==> src/rtl/wb_arb_pkg.sv <==
// Shared types and helpers for the two-master Wishbone data-memory arbiter.
package wb_arb_pkg;

   // Arbiter FSM states: idle, or granted to master 0 / master 1.
   typedef enum logic [1:0] {
      IDLE = 2'd0,
      GNT0 = 2'd1,
      GNT1 = 2'd2
   } arb_state_t;

   // Default cap on accepted-but-unanswered requests per grant.
   localparam int ARB_DEF_MAX_OUTSTANDING = 4;

   // Width of the outstanding counter for the default cap.
   localparam int ARB_DEF_CNT_W = $clog2(ARB_DEF_MAX_OUTSTANDING + 1);

   // Width needed to count 0..max_out inclusive.
   function automatic int cnt_width(input int max_out);
      return $clog2(max_out + 1);
   endfunction

endpackage

==> src/rtl/wb_arb_rr2.sv <==
// Two-way round-robin grant picker: a lone requester wins, and a tie goes
// to the master that was not granted last.
module wb_arb_rr2 (
   input  logic [1:0] i_req,
   input  logic       i_last,
   output logic [1:0] o_gnt
);

   // One-hot grant from the request pair and the last-granted pointer.
   always_comb begin
      o_gnt = 2'b00;
      case (i_req)
         2'b01:   o_gnt = 2'b01;
         2'b10:   o_gnt = 2'b10;
         2'b11:   o_gnt = i_last ? 2'b01 : 2'b10;
         default: o_gnt = 2'b00;
      endcase
   end

endmodule

==> src/rtl/wb_dmem_arbiter.sv <==
// Two-master to one-slave pipelined Wishbone arbiter for the data memory.
// Grants are held for a whole bus cycle (or lock), and responses are routed
// back to the owning master using an outstanding-request counter.
module wb_dmem_arbiter
   import wb_arb_pkg::*;
#(
   parameter int ADDR_W          = 32,
   parameter int DATA_W          = 32,
   parameter int MAX_OUTSTANDING = ARB_DEF_MAX_OUTSTANDING
) (
   input  logic                clk_i,
   input  logic                rstn_i,
   // master 0 (core data port)
   input  logic                m0_cyc_i,
   input  logic                m0_stb_i,
   input  logic                m0_lock_i,
   input  logic                m0_we_i,
   input  logic [ADDR_W-1:0]   m0_addr_i,
   input  logic [DATA_W/8-1:0] m0_sel_i,
   input  logic [DATA_W-1:0]   m0_wdata_i,
   output logic [DATA_W-1:0]   m0_rdata_o,
   output logic                m0_ack_o,
   output logic                m0_err_o,
   output logic                m0_rty_o,
   output logic                m0_stall_o,
   // master 1 (debug / DMA port)
   input  logic                m1_cyc_i,
   input  logic                m1_stb_i,
   input  logic                m1_lock_i,
   input  logic                m1_we_i,
   input  logic [ADDR_W-1:0]   m1_addr_i,
   input  logic [DATA_W/8-1:0] m1_sel_i,
   input  logic [DATA_W-1:0]   m1_wdata_i,
   output logic [DATA_W-1:0]   m1_rdata_o,
   output logic                m1_ack_o,
   output logic                m1_err_o,
   output logic                m1_rty_o,
   output logic                m1_stall_o,
   // slave side
   output logic                s_cyc_o,
   output logic                s_stb_o,
   output logic                s_lock_o,
   output logic                s_we_o,
   output logic [ADDR_W-1:0]   s_addr_o,
   output logic [DATA_W/8-1:0] s_sel_o,
   output logic [DATA_W-1:0]   s_wdata_o,
   input  logic [DATA_W-1:0]   s_rdata_i,
   input  logic                s_ack_i,
   input  logic                s_err_i,
   input  logic                s_rty_i,
   input  logic                s_stall_i
);

   localparam int SEL_W = DATA_W / 8;
   localparam int CNT_W = cnt_width(MAX_OUTSTANDING);
   localparam logic [CNT_W-1:0] CNT_ZERO = {CNT_W{1'b0}};
   localparam logic [CNT_W-1:0] CNT_ONE  = CNT_W'(1);
   localparam logic [CNT_W-1:0] CNT_MAX  = CNT_W'(MAX_OUTSTANDING);

   arb_state_t         r_state;
   logic               r_last;
   logic [CNT_W-1:0]   r_cnt;

   logic [1:0]         w_gnt;
   logic               w_granted;
   logic               w_cyc;
   logic               w_stb;
   logic               w_lock;
   logic               w_we;
   logic [ADDR_W-1:0]  w_addr;
   logic [SEL_W-1:0]   w_sel;
   logic [DATA_W-1:0]  w_wdata;
   logic               w_cap;
   logic               w_accept;
   logic               w_rsp_valid;
   logic               w_fwd;
   logic [CNT_W-1:0]   w_cnt_nxt;

   wb_arb_rr2 u_rr2 (
      .i_req  ({m1_cyc_i, m0_cyc_i}),
      .i_last (r_last),
      .o_gnt  (w_gnt)
   );

   assign w_granted = (r_state == GNT0) || (r_state == GNT1);

   // Select the request of the currently granted master.
   always_comb begin
      w_cyc   = 1'b0;
      w_stb   = 1'b0;
      w_lock  = 1'b0;
      w_we    = 1'b0;
      w_addr  = {ADDR_W{1'b0}};
      w_sel   = {SEL_W{1'b0}};
      w_wdata = {DATA_W{1'b0}};
      case (r_state)
         GNT0: begin
            w_cyc   = m0_cyc_i;
            w_stb   = m0_stb_i;
            w_lock  = m0_lock_i;
            w_we    = m0_we_i;
            w_addr  = m0_addr_i;
            w_sel   = m0_sel_i;
            w_wdata = m0_wdata_i;
         end
         GNT1: begin
            w_cyc   = m1_cyc_i;
            w_stb   = m1_stb_i;
            w_lock  = m1_lock_i;
            w_we    = m1_we_i;
            w_addr  = m1_addr_i;
            w_sel   = m1_sel_i;
            w_wdata = m1_wdata_i;
         end
         default: begin
            w_cyc   = 1'b0;
            w_stb   = 1'b0;
         end
      endcase
   end

   // Once the cap is reached, new strobes are held off until a response drains one.
   assign w_cap       = (r_cnt == CNT_MAX);
   assign w_accept    = s_stb_o & ~s_stall_i;
   // Responses with nothing outstanding are stray and dropped.
   assign w_rsp_valid = w_granted & (s_ack_i | s_err_i | s_rty_i) & (r_cnt != CNT_ZERO);
   // A master that already dropped cyc no longer wants its responses.
   assign w_fwd       = w_rsp_valid & w_cyc;

   // Drive the slave request from the granted master, quiet when idle.
   always_comb begin
      s_cyc_o   = w_cyc;
      s_stb_o   = w_stb & ~w_cap;
      s_lock_o  = w_lock;
      s_we_o    = w_we;
      s_addr_o  = w_addr;
      s_sel_o   = w_sel;
      s_wdata_o = w_wdata;
   end

   // Next outstanding count: accept and response in one cycle cancel out.
   always_comb begin
      w_cnt_nxt = r_cnt;
      case ({w_accept, w_rsp_valid})
         2'b10:   w_cnt_nxt = r_cnt + CNT_ONE;
         2'b01:   w_cnt_nxt = r_cnt - CNT_ONE;
         default: w_cnt_nxt = r_cnt;
      endcase
   end

   // Route stall and responses to the granted master; the other one waits.
   always_comb begin
      m0_stall_o = 1'b1;
      m0_ack_o   = 1'b0;
      m0_err_o   = 1'b0;
      m0_rty_o   = 1'b0;
      m0_rdata_o = {DATA_W{1'b0}};
      m1_stall_o = 1'b1;
      m1_ack_o   = 1'b0;
      m1_err_o   = 1'b0;
      m1_rty_o   = 1'b0;
      m1_rdata_o = {DATA_W{1'b0}};
      case (r_state)
         GNT0: begin
            m0_stall_o = s_stall_i | w_cap;
            m0_ack_o   = w_fwd & s_ack_i;
            m0_err_o   = w_fwd & s_err_i;
            m0_rty_o   = w_fwd & s_rty_i;
            m0_rdata_o = s_rdata_i;
         end
         GNT1: begin
            m1_stall_o = s_stall_i | w_cap;
            m1_ack_o   = w_fwd & s_ack_i;
            m1_err_o   = w_fwd & s_err_i;
            m1_rty_o   = w_fwd & s_rty_i;
            m1_rdata_o = s_rdata_i;
         end
         default: begin
            m0_stall_o = 1'b1;
            m1_stall_o = 1'b1;
         end
      endcase
   end

   // Arbitration FSM, last-granted pointer and outstanding counter.
   always_ff @(posedge clk_i or negedge rstn_i) begin
      if (!rstn_i) begin
         r_state <= IDLE;
         r_last  <= 1'b1;
         r_cnt   <= CNT_ZERO;
      end else begin
         r_cnt <= w_cnt_nxt;
         case (r_state)
            IDLE: begin
               if (w_gnt[0]) begin
                  r_state <= GNT0;
                  r_last  <= 1'b0;
               end else if (w_gnt[1]) begin
                  r_state <= GNT1;
                  r_last  <= 1'b1;
               end else begin
                  r_state <= IDLE;
                  r_last  <= r_last;
               end
            end
            GNT0, GNT1: begin
               // Release only when cyc and lock are gone and nothing is in flight.
               if (!w_cyc && !w_lock && (w_cnt_nxt == CNT_ZERO)) begin
                  r_state <= IDLE;
               end else begin
                  r_state <= r_state;
               end
            end
            default: begin
               r_state <= IDLE;
            end
         endcase
      end
   end

endmodule

==> config.mk <==
export PLATFORM = sky130hd
export DESIGN_NAME = wb_dmem_arbiter
export DESIGN_NICKNAME = d
export VERILOG_FILES = /design/src/rtl/wb_arb_pkg.sv /design/src/rtl/wb_arb_rr2.sv /design/src/rtl/wb_dmem_arbiter.sv
export SDC_FILE = /design/constraint.sdc
export NUM_CORES = 1
export LEC_CHECK = 0
export BUFFER_PORTS_ARGS = -buffer_cell sky130_fd_sc_hd__buf_2
export CAP_MARGIN = 25
export CORE_AREA = 8 8 120 122
export CTS_CLUSTER_DIAMETER = 100
export DETAILED_ROUTE_END_ITERATION = 8
export DIE_AREA = 0 0 128 130
export SYNTH_ARGS = -nofsm -noshare
export SYNTH_HDL_FRONTEND = slang
export SYNTH_HIERARCHICAL = 1
export SYNTH_SLANG_ARGS = --single-unit
export TNS_END_PERCENT = 5
==> constraint.sdc <==
create_clock -name clk_i -period 2.65 [get_ports clk_i]
set_clock_uncertainty 0.15 [all_clocks]
set_input_delay 0 -clock clk_i [delete_from_list [all_inputs] [get_ports clk_i]]
set_output_delay 0 -clock clk_i [all_outputs]
set_load 0.02 [all_outputs]
; Yosys cells after proc, flatten, opt, wreduce, memory -nomap -nowiden
; Index checks and enable logic that the tools add are counted.
[totals]
inputBits = 182
out_inout_bits = 144
register_bits = 6
elab_cells = 64
[classes]
n_bitwise = 13
mux = 26
n_reduce_logical = 11
eq_ne = 9
addsub = 2
[ops]
columns = operator, n
row1 = 32-bit case mux with 2 select lines, 2
row2 = 32-bit two-way mux, 2
row3 = 1-bit two-way mux, 10
row4 = 1-bit bitwise AND, 8
row5 = 2-bit == test (second input constant), 4
row6 = 2-bit two-way mux, 4
row7 = 1-bit case mux with 2 select lines, 4
row8 = 4-bit case mux with 2 select lines, 1
row9 = 2-bit by 1-bit == test with 1-bit output (second input constant), 3
row10 = 2-bit case mux with 3 select lines, 1
row11 = 3-bit case mux with 2 select lines, 1
row12 = 2-bit case mux with 2 select lines, 1
row13 = 3-bit by 1-bit adder with 3-bit output (second input constant), 1
row14 = 3-bit == test (second input constant), 1
row15 = 3-bit logical NOT, 1
row16 = 1-bit bitwise OR, 3
row17 = 3-bit nonzero test, 1
row18 = 3-bit by 1-bit subtractor with 3-bit output (second input constant), 1
row19 = 1-bit logical AND, 2
row20 = 1-bit logical NOT, 2
row21 = 2-bit logical NOT, 1
row22 = 2-bit != test (second input constant), 1
row23 = 1-bit NOT, 2
row24 = 2-bit AND reduction, 1
row25 = other kinds (3), 3

; Depth between registers and ports, before layout
[depth]
ltp_word = 10
ltp_mapped = 13
depth_no_buf = 11

; Modules after synthesis
; Netlist, hierarchy kept.
[modules_own_cells]
columns = module, seq_area_each_um2, area_each_um2, instances, cells_each
row1 = wb_dmem_arbiter, 151.4, 1975.6, 1, 289
row2 = wb_arb_rr2, 0.0, 18.8, 1, 3

; Worst setup path after synthesis
; OpenSTA, ideal clock, no wires.
[synth_timing]
kind = reg2reg
from = register r_state[0]
to = register r_state[0]
path_buffers = 2
setup_ns = 0.079
path_stages_with_launch = 14
t_arrival_ns = 2.732
t_required_ns = 2.421
synth_period_minus_slack_ns = 2.962
slack_ns = -0.312
path_cell_list = dfrtp_1 -> inv_1 -> ha_1 -> buf_6 -> buf_2 -> a22o_1 -> nand3_1 -> ha_1 -> inv_1 -> fa_1 -> xor2_1 -> o21a_1 -> o41ai_2 -> mux2i_1
[synth_between]
elab_chain_cells = 9
[synth_rtl]
columns = item, line
row1 = from (decl), wb_dmem_arbiter.sv:60  ; arb_state_t r_state;
row2 = from (signal assigned), wb_dmem_arbiter.sv:211  ; r_state <= r_state;
row3 = 2-bit == test or 2-bit by 1-bit == test with 1-bit output (tied branches), "wb_dmem_arbiter.sv:85, wb_dmem_arbiter.sv:96, wb_dmem_arbiter.sv:193"
row4 = 1-bit case mux with 2 select lines or 1-bit logical OR (tied branches), "wb_dmem_arbiter.sv:96, wb_dmem_arbiter.sv:85"
row5 = 1-bit bitwise AND (on tied branches), "wb_dmem_arbiter.sv:133, wb_dmem_arbiter.sv:126"
row6 = 1-bit bitwise AND (on tied branches), "wb_dmem_arbiter.sv:124, wb_dmem_arbiter.sv:126"
row7 = 2-bit by 1-bit == test with 1-bit output or 2-bit == test (tied branches), wb_dmem_arbiter.sv:144  ; case ({w_accept, w_rsp_valid})
row8 = 3-bit case mux with 2 select lines, wb_dmem_arbiter.sv:144
row9 = 3-bit logical NOT, wb_dmem_arbiter.sv:208  ; if (!w_cyc && !w_lock && (w_cnt_nxt == CNT_ZERO)) begin
row10 = 1-bit logical AND, wb_dmem_arbiter.sv:208
row11 = 2-bit != test (no line), --
; Several ways; a longest one is shown, not always the timed one.
; A chain may end at the register's enable or synchronous reset.

; Worst setup path after layout
[layout_timing]
from = register r_state[1]
to = register r_state[1]
; Same word-level chain as after synthesis.

==> metrics.csv <==
stage,metric,value,unit
flow_run,Max-Cap Viols,0,
routing,via count,3329,
final_layout,fin nets,797,
final_layout,# fillers,1396,
timing,Final Hold Fails,0,
final_layout,Multi-input gate area,0.001744,sq mm
clock_network,# H-tree levels,1,
logic_synthesis,most frequent cell after synthesis,nor2b_1,
logic_synthesis,Post-synth EDFFs,0,
placed_design,placer congestion estimate,0.8367,
clock_network,clk_lat worst skew,0.23,ns
worst_setup_path,crit path capture,r_state[1]$_DFFE_PN0P_,
grt,initial antenna violation count,0,
worst_setup_path,kind of critical path,reg -> reg,
logic_synthesis,synth warn,6,
floorplanning,Die H,130,microns
worst_setup_path,r2r setup slk,-0.09,ns
worst_setup_path,data required time of the worst path,2.65,ns
clock_network,CTS sink cnt,6,
logic_synthesis,multiplexer area fraction after synthesis,1.004,%
power_and_ir_drop,leakage power,0.002251,uW
worst_setup_path,worst r2r dst,r_state[1]$_DFFE_PN0P_,
timing,"Slew Viols, Final",0,
clock_network,total CTS buffers,3,
routing,DRC viols,0,
logic_synthesis,top_reg_cell synth,dfrtp_1,
logic_synthesis,Mapped Nets,479,
status,violated checks,setup timing,
power_and_ir_drop,Tot Pwr,3194,uW
logic_synthesis,main area contributors after synthesis,"a22oi_1, nor2b_1, and2_1, dfrtp_1, clkbuf_1",
timing,# setup viols final,2,
logic_synthesis,asr flop ratio synth,100.0,%
routing,router iterations before antenna repair,4,
logic_synthesis,Synth top cells by count,"nor2b_1, a22oi_1, and2_1",
clock_network,CTS tree,yes,
final_layout,Reg area,151.4,sq um
timing,Slew headroom,62.70,%
power_and_ir_drop,PD cells,796.6,mW/mm^2
worst_setup_path,source of the critical timing path,r_state[1]$_DFFE_PN0P_,
floorplanning,die area,0.01664,sq mm
worst_setup_path,CP Launch Type,register,
floorplanning,Die Span X,128,microns
logic_synthesis,simple-gate share of the synthesized area,47.87,%
routing,initial drt markers,175,
routing,post-DR wirelength/cell,15.71,microns
timing,f_max,364.4,MHz
grt,global-route wire length before repair,17570,microns
timing,Setup TNS,-0.1833,ns
logic_synthesis,Post-Syn Area,0.001994,sq mm
grt,vias in the first global route,3297,
logic_synthesis,"Seq/Total Area, Yosys",7.591,%
logic_synthesis,post-synth top area cell,a22oi_1,
logic_synthesis,post-synthesis register bit count,6,
clock_network,Clock Tree Root,clkbuf_16,
clock_network,Post-CTS Setup Repair Bufs,0,
floorplanning,# IOs,326,
timing,fin crit period,2.744,ns
logic_synthesis,share of the synthesized area in the top cell type,26.35,%
timing,Slew @ Worst Pin,0.5595,ns
final_layout,Area growth syn-to-layout,101.1,%
routing,Via density,4.257,
timing,final period utilization,103.6,%
worst_setup_path,Crit path arrival time,2.75,ns
logic_synthesis,Post-Syn Area per Cell,6.830,sq um
logic_synthesis,post-synthesis cell type count,29,
timing,worst setup margin,-0.09415,ns
power_and_ir_drop,worst vdd ir,0.0007248,V
routing,overall routed net length,12290,microns
placed_design,Post-DP HPWL,10480,microns
worst_setup_path,CP Max Fanout,2,
placed_design,Buffers on Ports,325,
floorplanning,Starting Density,16.07,%
logic_synthesis,main combinational cell family by area after synthesis,simple AND/OR/NAND/NOR gates,
final_layout,Final Util,32.30,%
worst_setup_path,worst r2r src,r_state[1]$_DFFE_PN0P_,
min_path,Hold WC Path Type,in -> reg,
final_layout,Final Non-Filler Cells,782,
logic_synthesis,Synth Area in XOR/XNOR,0.8783,%
clock_network,"Clk pin slew, worst setup/hold paths",0.03,ns
timing,RSZ-0062 raised after global routing,true,
status,outcome,"complete, but fails checks",
logic_synthesis,Synth Area in Adders,3.513,%
worst_setup_path,worst r2r path cells,11,
clock_network,Longest Clk Path Bufs,2,
grt,largest net degree at the start of global routing,56,
routing,ANT nets after route,0,
floorplanning,row count,41,
logic_synthesis,post-synthesis cell count,292,
worst_setup_path,CP endpoint kind,register,
grt,total congestion overflow,0,
final_layout,layout cell share with drive strength beyond 1,58.62,%
placed_design,Placed Instances,774,
floorplanning,core area,0.01241,sq mm
logic_synthesis,post-synthesis compound-gate area fraction,31.12,%
grt,GR Util All Layers,12.93,%
[cell type report]
cell class              count  share of cell area, %
repair buffers            345                  44.68
multi-input cells         247                  43.49
well taps                 172                  5.367
flip-flops and latches      6                  3.775
clock buffers               4                  1.966
inverters                   7                 0.6552
diodes                      1                0.06240
[layout by cell type (no fill, tap or decap), types with 2 or more instances in the layout]
cell / instances
mux2i_1: 2
buf_4: 15
nor3_1: 3
ha_4: 3
a22oi_1: 70
inv_1: 4
dfrtp_1: 5
nand2_1: 4
nor2b_1: 72
nor2_1: 3
buf_6: 2
and2_1: 64
dlygate4sd3_1: 3
and3_1: 6
a21oi_1: 4
clkbuf_16: 3
inv_2: 3
xor2_1: 2
buf_2: 325
[power breakdown]
| group | total, uW | switching [uW] | leakage, uW | internal (uW) |
|---|---|---|---|---|
| sequential | 171 | 29.2 | 0.0000716 | 142 |
| clock | 255 | 55.4 | 0.0000382 | 200 |
| combinational | 2770 | 1620 | 0.00214 | 1150 |
[logic make-up after synthesis]
kind of cell / Yosys count
AOI/OAI and AO/OA: 82
xor gates and xnor gates: 2
adders and majority gates: 5
buffers and inverters: 39
DFF: 6
muxes: 2
and+or+nand+nor: 156
[routing by layer]
metal  part of all wire [%]  track usage, %  vias up
met5                      0               0        -
met4                    1.1           2.238        0
met3                     10           4.243       11
met2                     53           24.52      160
met1                     36           13.78     1506
li1                       -               -     1652
[flip-flops by register name (all words and copies together), names as in the netlist]
| name | flops |
|---|---|
| r_cnt | 3 |
| r_last | 1 |
| r_state | 2 |
[through the flow]
stage | instance area, sq um | hold WS [ns] | setup WS (ns)
after floorplan | 2057 | -0.4456 | -0.2289
after global placement | 3879 | -0.3154 | -0.1570
after detailed placement | 3879 | -0.3137 | -0.1791
after CTS | 4000 | 0.01040 | -0.1123
after global routing | 4008 | 0.03633 | -0.2163
final | 4010 | 0.01896 | -0.09415
[worst min-delay path by stage]
| stage | startpoint | to | slack (ns) | cells after the start |
|---|---|---|---|---|
| 2_1_floorplan | rstn_i | r_cnt[0]$_DFF_PN0_ | -0.45 | 0 |
| 3_3_place_gp | rstn_i | r_state[1]$_DFFE_PN0P_ | -0.32 | 1 |
| 3_5_place_dp | rstn_i | r_state[1]$_DFFE_PN0P_ | -0.31 | 1 |
| 4_1_cts | m0_cyc_i | r_state[1]$_DFFE_PN0P_ | 0.01 | 4 |
| 5_1_grt | m0_cyc_i | r_last$_DFFE_PN1P_ | 0.04 | 4 |
| 6_report | m0_cyc_i | r_state[1]$_DFFE_PN0P_ | 0.02 | 4 |
[timing repair]
item / 4_1_cts / 5_1_grt
hold buffers: 3 / 0
setup endpoints to repair: 2 / 28
hold endpoints to repair: 8 / 0
pin swaps: 3 / 1
gates resized for setup: 3 / 2
[worst max-delay path, stage by stage, from the launching register on]
cell	delay, ns
dfrtp_1	0.38
buf_4	0.14
ha_4	0.15
a22o_1	0.21
nand3_1	0.07
ha_2	0.19
inv_2	0.04
fa_2	0.33
xor2_1	0.16
o21a_1	0.21
o41ai_4	0.42
mux2i_1	0.22
Power figures use the tool's default switching activity.
